`config.mk`:
```
export PLATFORM = sky130hd
export DESIGN_NAME = pwm_divider_multi
export DESIGN_NICKNAME = d
export VERILOG_FILES = /design/src/rtl/pwm_pkg.sv /design/src/rtl/pwm_channel.sv /design/src/rtl/pwm_divider_multi.sv
export SDC_FILE = /design/constraint.sdc
export NUM_CORES = 1
export LEC_CHECK = 0
export BUFFER_PORTS_ARGS = -buffer_cell sky130_fd_sc_hd__buf_4
export CORE_MARGIN = 5
export CORE_UTILIZATION = 35
export CTS_BUF_LIST = sky130_fd_sc_hd__clkbuf_2 sky130_fd_sc_hd__clkbuf_4 sky130_fd_sc_hd__clkbuf_8
export CTS_CLUSTER_SIZE = 14
export DETAILED_ROUTE_END_ITERATION = 12
export PLACE_DENSITY = 0.59
export SLEW_MARGIN = 15
export SYNTH_ARGS = -nofsm -noshare
export SYNTH_HDL_FRONTEND = slang
export SYNTH_SLANG_ARGS = --single-unit
export TNS_END_PERCENT = 5
```
`constraint.sdc`:
```
create_clock -name clk -period 3.31 [get_ports clk]
set_clock_uncertainty 0.15 [all_clocks]
set_input_delay 0.662 -clock clk [delete_from_list [all_inputs] [get_ports clk]]
set_output_delay 0.662 -clock clk [all_outputs]
set_load 0.02 [all_outputs]
```
`src/rtl/pwm_pkg.sv`:
```
// Shared constants and bus helpers for the multi-channel PWM divider.
package pwm_pkg;

  localparam int WIDTH_DEF          = 8;
  localparam int DEFAULT_PERIOD_DEF = 10;

  // Start bit of channel i inside a packed per-channel bus.
  function automatic int duty_slice(input int i, input int width);
    return i * width;
  endfunction

endpackage

```
`src/rtl/pwm_channel.sv`:
```
// One PWM channel: shadowed duty value, active duty value and the registered output.
module pwm_channel #(
  parameter int   WIDTH    = 8,
  parameter logic IDLE_LVL = 1'b0
) (
  input  logic             clk,
  input  logic             reset,
  input  logic             enable,
  input  logic             ch_en,
  input  logic             load,
  input  logic             apply,
  input  logic [WIDTH-1:0] cnt,
  input  logic [WIDTH-1:0] duty_in,
  output logic             pwm_out
);

  logic [WIDTH-1:0] duty_sh;
  logic [WIDTH-1:0] duty_act;

  // The active duty only changes on the shared apply strobe, so a wave in flight is never cut short.
  always_ff @(posedge clk) begin
    if (reset) begin
      duty_sh  <= '0;
      duty_act <= '0;
      pwm_out  <= IDLE_LVL;
    end else begin
      if (load) begin
        duty_sh <= duty_in;
      end
      if (apply) begin
        duty_act <= duty_sh;
      end
      pwm_out <= (enable && ch_en) ? (cnt < duty_act) : IDLE_LVL;
    end
  end

endmodule

```
`src/rtl/pwm_divider_multi.sv`:
```
// Multi-channel PWM divider: one shared period counter feeding per-channel comparators,
// with period/duty updates deferred to the next period boundary.
module pwm_divider_multi
  import pwm_pkg::*;
#(
  parameter int                  WIDTH          = WIDTH_DEF,
  parameter int                  CHANNELS       = 4,
  parameter int                  DEFAULT_PERIOD = DEFAULT_PERIOD_DEF,
  parameter logic [CHANNELS-1:0] IDLE_POL       = '0
) (
  input  logic                      clk,
  input  logic                      reset,
  input  logic                      enable,
  input  logic [CHANNELS-1:0]       ch_en,
  input  logic [WIDTH-1:0]          period_in,
  input  logic [CHANNELS*WIDTH-1:0] duty_in,
  input  logic                      load,
  output logic [CHANNELS-1:0]       pwm_out,
  output logic                      period_tick,
  output logic                      update_pending
);

  logic [WIDTH-1:0] cnt;
  logic [WIDTH-1:0] per_act;
  logic [WIDTH-1:0] per_sh;
  logic             wrap;
  logic             apply;

  // Periods of 0 or 1 wrap every cycle so the counter stays parked at 0.
  assign wrap  = (per_act <= WIDTH'(1)) || (cnt == per_act - WIDTH'(1));
  // A load in the same cycle defers everything pending to the following boundary.
  assign apply = update_pending && !load && (!enable || wrap);

  always_ff @(posedge clk) begin
    if (reset) begin
      cnt            <= '0;
      per_act        <= WIDTH'(DEFAULT_PERIOD);
      per_sh         <= WIDTH'(DEFAULT_PERIOD);
      update_pending <= 1'b0;
      period_tick    <= 1'b0;
    end else begin
      if (enable) begin
        cnt         <= wrap ? '0 : cnt + WIDTH'(1);
        period_tick <= wrap;
      end else begin
        cnt         <= '0;
        period_tick <= 1'b0;
      end
      if (load) begin
        per_sh         <= period_in;
        update_pending <= 1'b1;
      end else if (apply) begin
        per_act        <= per_sh;
        update_pending <= 1'b0;
      end
    end
  end

  for (genvar i = 0; i < CHANNELS; i++) begin : g_ch
    pwm_channel #(
      .WIDTH   (WIDTH),
      .IDLE_LVL(IDLE_POL[i])
    ) u_ch (
      .clk    (clk),
      .reset  (reset),
      .enable (enable),
      .ch_en  (ch_en[i]),
      .load   (load),
      .apply  (apply),
      .cnt    (cnt),
      .duty_in(duty_in[duty_slice(i, WIDTH) +: WIDTH]),
      .pwm_out(pwm_out[i])
    );
  end

endmodule

```
==> metrics.md <==
| Metric | Value |
|---|---|
| Status | `complete, no violations` |
| Crit-path leading delay family | `compound AO/OA/AOI/OAI gates` |
| H-tree depth | `3` |
| Worst r2r dst | `g_ch[3].u_ch.duty_act[2]` |
| Initial Util | `35.7%` |
| Synth top area share | `40.0%` |
| Normalized max-slew margin | `51.9%` |
| RSZ-0062 raised after global routing | `false` |
| Post-route antenna net violation count | `0` |
| Core Area | `13,200 um^2` |
| Placed Cells | `689` |
| Area growth syn-to-layout | `16.6%` |
| Number of global-route vias before repair | `3,311` |
| Number of iterations in the first detailed-routing pass | `4` |
| Crit end category | `flip-flop` |
| Maximum operating frequency | `371 MHz` |
| Leak Pwr | `2.18 nW` |
| Register area share after synthesis | `40.0%` |
| DR vias/cell | `4.74` |
| Critical-path cell list | `inv_1 -> ha_1 -> xor2_1 -> xnor2_1 -> a32o_1 -> o2111ai_4 -> a311oi_4 -> buf_12 -> mux2i_1` |
| Worst VDD drop | `0.000238 V` |
| Post-Syn Area | `4710 um^2` |
| Total chip power | `2.43 mW` |
| Chip Height | `126 um` |
| Synth warn | `0` |
| Nets@finish | `603` |
| Post-cts resize count | `0` |
| Reg-to-reg startpoint | `per_act[0]` |
| Post-synth EDFFs | `0` |
| WL final | `9.30 mm` |
| Slew @ Worst Pin | `0.722 ns` |
| Syn nets | `566` |
| Critical path startpoint category | `flip-flop` |
| Final HPWL DP | `6.42 mm` |
| TNS Setup | `0 ns` |
| Cells after Synth | `487` |
| Ant diodes | `0` |
| Row count | `42` |
| Hold Path Class | `flip-flop to flip-flop` |
| IO buf count | `53` |
| Clock transition at path regs | `0.10 ns` |
| Fraction of layout cells with a size suffix above 1 | `14.7%` |
| Chip width | `126 um` |
| Most frequent cell after synthesis | `dfxtp_1` |
| Top cells by count, synth | `dfxtp_1 (94), nand2b_1 (80), mux2i_1 (78)` |
| WL per Instance | `13.2 um` |
| Clock Tree Root | `clkbuf_8` |
| Worst setup margin | `0.618 ns` |
| CTS sink count | `94` |
| Crit Path Category | `flip-flop to flip-flop` |
| Final Hold Viols | `0` |
| Fin. max-slew vios | `0` |
| FF-to-FF setup slack | `0.62 ns` |
| Pwr Density | `443 nW/um^2` |
| CTS tree | `yes` |
| Final period utilization | `81.3%` |
| Gr ovfl total | `0` |
| CTS Hold Bufs | `0` |
| Final Wtd Congestion | `0.763` |
| CTS max path bufs | `2` |
| Pre-CTS WS | `0.637 ns` |
| Depth of the worst register-to-register path | `9` |
| Hold Startpoint | `g_ch[0].u_ch.duty_sh[3]` |
| Largest net degree at the start of global routing | `71` |
| Synth cell types | `40` |
| Req. time, crit path | `3.45 ns` |
| Max-cap violations | `0` |
| First-pass GRT wire length | `15.2 mm` |
| Antenna violations before repair | `0` |
| Biggest area consumer among synthesized cells | `dfxtp_1` |
| Hold Crit Depth | `2` |
| Clk Latency, worst-skew pair | `0.37 ns` |
| Die ar. | `15,900 um^2` |
| Setup Fix Bufs, Post-CTS | `0` |
| Gr usage total | `11.7%` |
| Finished Layout Cells | `705` |
| Crit Path Max Fanout | `40` |
| Num CTS Buffers | `9` |
| Synthesized flop and latch total | `94` |
| CP max stage cell | `dfxtp_1` |
| IO Pins | `54` |
| Asr flop ratio synth | `0%` |
| Ys flop type | `dfxtp_1` |
| Final setup viols | `0` |
| Worst EP arrival | `2.83 ns` |
| Top area cells in the synthesized netlist | `dfxtp_1 (40%), mux2i_1 (17%), nand2b_1 (11%), ha_1 (8.2%), nor2_1 (3.8%)` |
| Hold Path End | `g_ch[0].u_ch.duty_act[3]` |
| Largest stage delay, worst path | `0.46 ns` |
| Syn Area/Cell | `9.67 um^2` |
| Minimum clock period after layout | `2.69 ns` |
| Fin util | `41.6%` |
| CP Buf/Inv Count | `2` |
| # DRC | `0` |
| Vias post-DR | `3,340` |
| DRT iter0 DRCs | `52` |
==> worst max-delay path by stage <==
| stage | slack, ns | start | cells past startpoint | end |
|---|---|---|---|---|
| after floorplan | 0.96 | per_act[0] | 9 | g_ch[0].u_ch.duty_act[0] |
| after global placement | 0.82 | per_act[0] | 9 | g_ch[3].u_ch.duty_act[2] |
| after detailed placement | 0.64 | per_act[0] | 9 | g_ch[0].u_ch.duty_act[3] |
| after CTS | 0.62 | per_act[0] | 9 | g_ch[3].u_ch.duty_act[2] |
| after global routing | 0.43 | per_act[0] | 9 | g_ch[0].u_ch.duty_act[1] |
| final | 0.62 | per_act[0] | 9 | g_ch[3].u_ch.duty_act[2] |
==> flip-flops by register name, summed over array words and instances, names as in the netlist <==
name                cells
per_act                 8
g_ch.u_ch.duty_sh      32
period_tick             1
update_pending          1
per_sh                  8
g_ch.u_ch.duty_act     32
cnt                     8
g_ch.u_ch.pwm_out       4
==> logic make-up (layout without fill, tap and decap cells) <==
logic type               after synthesis  in the layout  share of synthesized area (%)
XOR/XNOR                              15             15                           2.79
adder cells (fa/ha/maj)               31             31                           8.24
flip-flops                            94             94                           40.0
AO/OA/AOI/OAI                         36             36                           6.46
multiplexers                          78             78                           16.6
buffers and inverters                 62            104                           5.95
AND/OR/NAND/NOR                      171            171                           20.0
==> report_power, final <==
group	total (mW)	switching, mW	internal [mW]
sequential	1.19	0.0245	1.17
combinational	0.212	0.0940	0.118
clock	1.03	0.405	0.621
total	2.43	0.523	1.91
==> layout by cell type, fill, tap and decap left out, types with 4 or more instances in the layout <==
cell type	netlist	final
a21oi_1	5	5
xnor2_1	7	7
inv_1	33	33
nor2_1	48	48
nand2_1	6	6
nand3_1	11	11
a31oi_1	4	4
dfxtp_1	94	94
o21a_1	4	4
bufinv_16	0	4
xor2_1	8	8
clkbuf_8	0	11
buf_4	4	53
ha_1	31	31
nor2b_1	4	4
mux2i_1	78	78
nor3_1	8	8
a21o_1	12	12
nand2b_1	80	80
nand4b_1	4	4
==> routing by layer <==
| layer | share of wire [%] | vias up | GRT usage, % |
|---|---|---|---|
| met4 | 1.9 | 0 | 4.67 |
| met2 | 49 | 53 | 20.0 |
| met1 | 46 | 1568 | 14.1 |
| met3 | 3.0 | 18 | 2.71 |
| li1 | - | 1701 | - |
| met5 | 0 | - | 0 |
==> cell type report <==
type / instances / area (um^2)
clock buffer: 11 / 151
clock inverter: 5 / 129
fill: 1310 / 7700
inverter: 33 / 124
multi-input combinational: 331 / 2540
sequential: 94 / 1880
tap: 176 / 220
timing repair buffer: 55 / 438
==> worst register-to-register path: stages, from the launching register on <==
cell and delay, ns:
dfxtp_1 0.46, inv_1 0.09, ha_1 0.27, xor2_1 0.18
xnor2_1 0.17, a32o_1 0.21, o2111ai_4 0.17, a311oi_4 0.36
buf_12 0.32, mux2i_1 0.25
==> per-stage QoR <==
| stage | instance area [um^2] | hold slack [ns] |
|---|---|---|
| floorplan | 4710 | 0.299 |
| global placement | 5210 | 0.309 |
| detailed placement | 5210 | 0.315 |
| CTS | 5490 | 0.325 |
| global route | 5490 | 0.337 |
| finish | 5490 | 0.320 |
Power figures use the tool's default switching activity.
